**config.mk**
```make
export PLATFORM = sky130hd
export DESIGN_NAME = free_list
export DESIGN_NICKNAME = d
export VERILOG_FILES = /design/src/rtl/free_list.sv
export SDC_FILE = /design/constraint.sdc
export NUM_CORES = 2
export LEC_CHECK = 0
export CORE_MARGIN = 5
export CORE_UTILIZATION = 59
export DETAILED_ROUTE_END_ITERATION = 10
export PLACE_DENSITY_LB_ADDON = 0.05
export SETUP_SLACK_MARGIN = 0.2
export SLEW_MARGIN = 30
export SYNTH_ARGS = -nofsm -noshare
export SYNTH_HDL_FRONTEND = slang
export SYNTH_SLANG_ARGS = --single-unit
```
**constraint.sdc**
```tcl
create_clock -name clk -period 6.78 [get_ports clk]
set_input_delay 1.695 -clock clk [delete_from_list [all_inputs] [get_ports clk]]
set_output_delay 1.695 -clock clk [all_outputs]
set_load 0.02 [all_outputs]
```
**src/rtl/free_list.sv**
```systemverilog
// Physical-register free list: two allocations and two releases per cycle, with head checkpoints for rename rollback.
// Optional FREE_LIST_ERR_EN enables the sticky err flag and simulation assertions; err is tied 0 otherwise.
module free_list #(
  parameter  int P_ADDR_WIDTH = 7,
  parameter  int L_ADDR_WIDTH = 5,
  parameter  int C_NUM        = 2,
  localparam int DEPTH        = 2**P_ADDR_WIDTH - 2**L_ADDR_WIDTH,
  localparam int CNT_W        = $clog2(DEPTH+1),
  localparam int ID_W         = $clog2(C_NUM)
) (
  input  logic                    clk,
  input  logic                    rst_n,
  input  logic                    pop_en_1,
  input  logic                    pop_en_2,
  output logic [P_ADDR_WIDTH-1:0] pop_data_1,
  output logic [P_ADDR_WIDTH-1:0] pop_data_2,
  output logic [CNT_W-1:0]        free_count,
  output logic                    can_pop_2,
  input  logic                    push_en_1,
  input  logic                    push_en_2,
  input  logic [P_ADDR_WIDTH-1:0] push_data_1,
  input  logic [P_ADDR_WIDTH-1:0] push_data_2,
  input  logic                    take_checkpoint,
  input  logic                    dual_branch,
  input  logic                    instr_num,
  input  logic [ID_W-1:0]         ckp_id,
  input  logic                    restore,
  input  logic [ID_W-1:0]         restore_id,
  output logic                    err
);
  localparam int PW = $clog2(2*DEPTH);
  localparam int IW = $clog2(DEPTH);
  typedef logic [PW-1:0] ptr_t;
  localparam ptr_t          DEPTH_P = ptr_t'(DEPTH);
  localparam logic [PW:0]   TWO_D   = (PW+1)'(2*DEPTH);
  localparam logic [ID_W-1:0] LAST_ID = ID_W'(C_NUM-1);

  logic [P_ADDR_WIDTH-1:0] mem [DEPTH];
  ptr_t head, tail, head_nxt, h1, h2, fc;
  ptr_t ckp [C_NUM];
  logic [1:0] n_pop, n_push;
  logic pop_ok, push_ok;
  logic [ID_W-1:0] ckp_nxt;

  // Pointers carry a lap bit: they run 0..2*DEPTH-1 so full and empty differ.
  function automatic ptr_t ptr_add(ptr_t p, logic [1:0] n);
    logic [PW:0] s;
    s = {1'b0, p} + (PW+1)'(n);
    if (s >= TWO_D) s = s - TWO_D;
    return s[PW-1:0];
  endfunction

  function automatic logic [IW-1:0] idx(ptr_t p);
    return (p >= DEPTH_P) ? IW'(p - DEPTH_P) : IW'(p);
  endfunction

  always_comb begin
    fc = (tail >= head) ? tail - head : ptr_t'({1'b0, tail} + TWO_D - {1'b0, head});
    n_pop   = {1'b0, pop_en_1} + {1'b0, pop_en_2};
    n_push  = {1'b0, push_en_1} + {1'b0, push_en_2};
    pop_ok  = fc >= ptr_t'(n_pop);
    push_ok = ({1'b0, fc} + (PW+1)'(n_push)) <= {1'b0, DEPTH_P};
    h1 = pop_ok ? ptr_add(head, {1'b0, pop_en_1}) : head;
    h2 = pop_ok ? ptr_add(head, n_pop) : head;
    head_nxt = restore ? ckp[restore_id] : h2;
    ckp_nxt  = (ckp_id == LAST_ID) ? '0 : ckp_id + ID_W'(1);
  end

  assign pop_data_1 = mem[idx(head)];
  assign pop_data_2 = pop_en_1 ? mem[idx(ptr_add(head, 2'd1))] : pop_data_1;
  assign free_count = fc[CNT_W-1:0];
  assign can_pop_2  = fc >= ptr_t'(2);

  always_ff @(posedge clk or negedge rst_n) begin
    if (!rst_n) begin
      head <= '0;
      tail <= DEPTH_P;
      for (int i = 0; i < C_NUM; i++) ckp[i] <= '0;
      for (int i = 0; i < DEPTH; i++) mem[i] <= P_ADDR_WIDTH'(2**L_ADDR_WIDTH + i);
    end else begin
      head <= head_nxt;
      if (push_ok) begin
        tail <= ptr_add(tail, n_push);
        if (push_en_1) mem[idx(tail)] <= push_data_1;
        // A lone push_en_2 compacts into the tail slot.
        if (push_en_2) mem[push_en_1 ? idx(ptr_add(tail, 2'd1)) : idx(tail)] <= push_data_2;
      end
      if (!restore && take_checkpoint) begin
        if (dual_branch) begin
          ckp[ckp_id]  <= h1;
          ckp[ckp_nxt] <= h2;
        end else begin
          ckp[ckp_id] <= instr_num ? h2 : h1;
        end
      end
    end
  end

`ifdef FREE_LIST_ERR_EN
  localparam logic [P_ADDR_WIDTH-1:0] LOW_TAG = P_ADDR_WIDTH'(2**L_ADDR_WIDTH);
  logic pop_drop, push_drop, bad_tag;
  assign pop_drop  = !pop_ok && !restore;
  assign push_drop = !push_ok;
  assign bad_tag   = (push_en_1 && push_data_1 < LOW_TAG) || (push_en_2 && push_data_2 < LOW_TAG);

  always_ff @(posedge clk or negedge rst_n) begin
    if (!rst_n) err <= 1'b0;
    else if (pop_drop || push_drop || bad_tag) err <= 1'b1;
  end

  a_pop_drop:  assert property (@(posedge clk) disable iff (!rst_n) !pop_drop)
    else $warning("free_list: pop dropped, not enough free tags");
  a_push_drop: assert property (@(posedge clk) disable iff (!rst_n) !push_drop)
    else $warning("free_list: push dropped, list already full");
  a_bad_tag:   assert property (@(posedge clk) disable iff (!rst_n) !bad_tag)
    else $warning("free_list: released tag maps to an architectural register");
`else
  assign err = 1'b0;
`endif

endmodule
```
==> run summary <==
status - finished clean
Slew headroom - 26.8%
vias in the first global route - 42.1k
simple-gate share of the synthesized area - 5.62%
Compound-Gate Fraction of Synth Area - 29.4%
final hold violation count - 0
DPL Wire Length - 126,000 microns
largest family of logic cells by synthesized area - compound AO/OA/AOI/OAI gates
Die Footprint - 88,600 sq um
most frequent cells in the layout - 577 x o32ai_1, 573 x a2bb2oi_1, 427 x mux4_2, 370 x dfstp_2, 330 x dfrtp_1
Post-synth ARST share - 100%
total track usage - 43.4%
worst min-delay path class - reg2reg
layout cells sized above 1 - 33.1%
Post-synth EDFFs - 0
mux contribution to synthesized area - 20.7%
most common cell after layout, fill and taps aside - o32ai_1
Clock Path Buffers - 3
Worst Setup Path Type - reg2out
CP Max Fanout - 117
CTS clock-pin slew for the worst setup and hold paths - 0.07 ns
clk root buf - clkbuf_16
TritonCTS Buffers - 83
Initial DRT Pass Iterations - 9
maximum clock frequency - 150 MHz
mapped cell area - 48,800 sq um
ys flop type - dfstp_2
Yosys warning count - 0
RePlAce Congestion - 1.09
die width - 298 microns
Mapped Avg Cell Area - 11.9 sq um
Die Y - 298 microns
Final Setup Violations - 0
Placed Cells - 4,820
final period utilization - 98.3%
first-pass GRT wire length - 293,000 microns
CP cell instances - buf_4 -> buf_16 -> mux4_2 -> mux4_2 -> mux4_2 -> nand2_1 -> o21ai_0 -> and2_1 -> a211o_1 -> buf_4
clk sinks - 704
via count of the routed design - 43.8k
number of I/O pins - 49
setup TNS - 0 ns
DRC viols - 0
Starting DRT DRC Count - 7,270
row cnt - 105
Worst Tran Pin Value - 1.09 ns
fin. max-slew vios - 0
CP delay by family, top - multiplexers
Syn Nets - 4,172
Required @ worst endpoint - 5.09 ns
Port-buffer cells - 47
most used cell, CP - mux4_2
Worst Path Arrival - 4.97 ns
DRT antenna net count - 0
final non-filler cell total - 4,994
area of the core - 82,100 sq um
worst hold margin - 0.480 ns
adder-cell share of the synthesized area - 1.43%
sequential area share after synthesis - 37.0%
critical path's slowest cell - mux4_2
Starting Density - 59.5%
CTS tree - built
Syn Inst Count - 4,096
Vias per Instance - 8.77
antenna violations before repair - 11
slowest stage delay, CP - 0.62 ns
critical path startpoint category - register
Synth Area in XOR/XNOR - 0.681%
unrepaired setup endpoints after global routing - yes
area grow syn2layout - 8.97%
htree depth - 3
Buffers & Inverters on Critical Path - 3
clock period minus worst slack - 6.67 ns
MaxCap Viol Count - 0
Netlist cell types - 94
final net count - 3,926
Crit. End Element - output port
Post-Route WL - 199,000 microns
largest net degree at the start of global routing - 157
Routed WL per cell - 39.9 microns
Finished Core Util - 64.8%
number of synthesized register bits - 704
Worst Skew - 0.0259 ns
Clock Latency Late Sink - 0.67 ns
gr ovfl total - 0
## kinds of logic after synthesis
family / after synthesis
multiplexers: 476
AO/OA/AOI/OAI: 1638
buffers and inverters: 594
other: 1
XOR/XNOR: 38
adder cells (fa/ha/maj): 50
AND/OR/NAND/NOR: 595
flip-flops: 704
## worst register-to-register path: stages, from the launching register on
cell       delay [ns]
dfrtp_1          0.62
nand2_1          0.46
nor3_1           0.35
xnor2_1          0.13
inv_1            0.11
ha_1             0.17
nand2_1          0.05
a211o_1          0.25
o2bb2ai_1        0.18
a32oi_1          0.33
inv_1            0.08
ha_1             0.21
o2111a_1         0.18
nor4bb_2         0.49
o21ai_1          0.20
a311oi_4         0.68
buf_4            0.43
nand3_1          0.29
a21oi_2          0.48
a2bb2oi_1        0.25
## flip-flops by register name, summed over array words and instances, names as in the netlist
signal / count
head: 8
tail: 8
ckp: 16
mem: 672
## worst paths after layout
kind                               from            end  slack, ns  depth (start not counted)
worst max-delay path            head[1]  pop_data_2[5]       0.11                         10
worst min-delay path             ckp[1]         ckp[1]       0.48                          1
worst max register to register  tail[3]       mem[216]       0.75                         19
worst min register to register   ckp[1]         ckp[1]       0.48                          1
max in group asynchronous         rst_n       mem[284]       4.23                          3
min in group asynchronous         rst_n       mem[581]       1.08                          1
## timing repair
action / in CTS / in global routing
pin swaps: 2 / 8
resized for setup: 11 / 28
cloned: 2 / 2
setup buffers: 4 / 7
setup endpoints to repair: 12 / 8
hold buffers: 0 / 0
## metal layers
metal / part of all wire [%] / global-route usage [%] / vias up
li1: - / - / 16900
met1: 35 / 58.1 / 22100
met2: 43 / 64.0 / 3968
met3: 14 / 14.3 / 889
met4: 7.3 / 21.9 / 12
met5: 0.050 / 0 / -
## cells in the mapped netlist, drive strengths merged (8+ instances only)
| library cell | instances | area share, % |
|---|---|---|
| a211o | 10 | 0.18 |
| a211oi | 11 | 0.19 |
| a21o | 10 | 0.15 |
| a21oi | 127 | 2.3 |
| a2bb2oi | 577 | 10 |
| and2 | 19 | 0.24 |
| buf | 184 | 2.0 |
| clkbuf | 364 | 2.8 |
| dfrtp | 334 | 17 |
| dfstp | 370 | 20 |
| fa | 10 | 0.41 |
| ha | 40 | 1.0 |
| inv | 44 | 0.34 |
| mux2 | 10 | 0.23 |
| mux2i | 39 | 0.80 |
| mux4 | 427 | 20 |
| nand2 | 241 | 1.9 |
| nand2b | 10 | 0.13 |
| nand3 | 131 | 1.3 |
| nand4 | 9 | 0.12 |
| nor2 | 103 | 0.79 |
| nor3 | 23 | 0.24 |
| nor4 | 8 | 0.10 |
| o211ai | 9 | 0.14 |
| o21ai | 46 | 0.47 |
| o22a | 101 | 1.8 |
| o32a | 97 | 2.0 |
| o32ai | 578 | 10 |
| or3 | 15 | 0.19 |
| xnor2 | 29 | 0.52 |
| xor2 | 9 | 0.16 |
## area by class of cell
cell class	instances	area (sq um)
Tap cell	1070	1340
Timing Repair Buffer	217	2260
Clock buffer	119	2360
Fill cell	6170	28900
Clock inverter	35	452
Sequential cell	704	18100
Antenna cell	5	12.5
Multi-Input combinational cell	2798	28500
Inverter	46	174
## through the flow
stage / cell area (sq um) / worst slack [ns]
finish: 53200 / 0.112
CTS: 52900 / 0.215
detailed placement: 50000 / 0.331
global route: 53200 / 0.164
floorplan: 48800 / 0.215
global placement: 49900 / 0.404
Power is left out: the tool's default activity adds up to more than one toggle a clock period on the data nets, which glitch-free logic cannot reach.
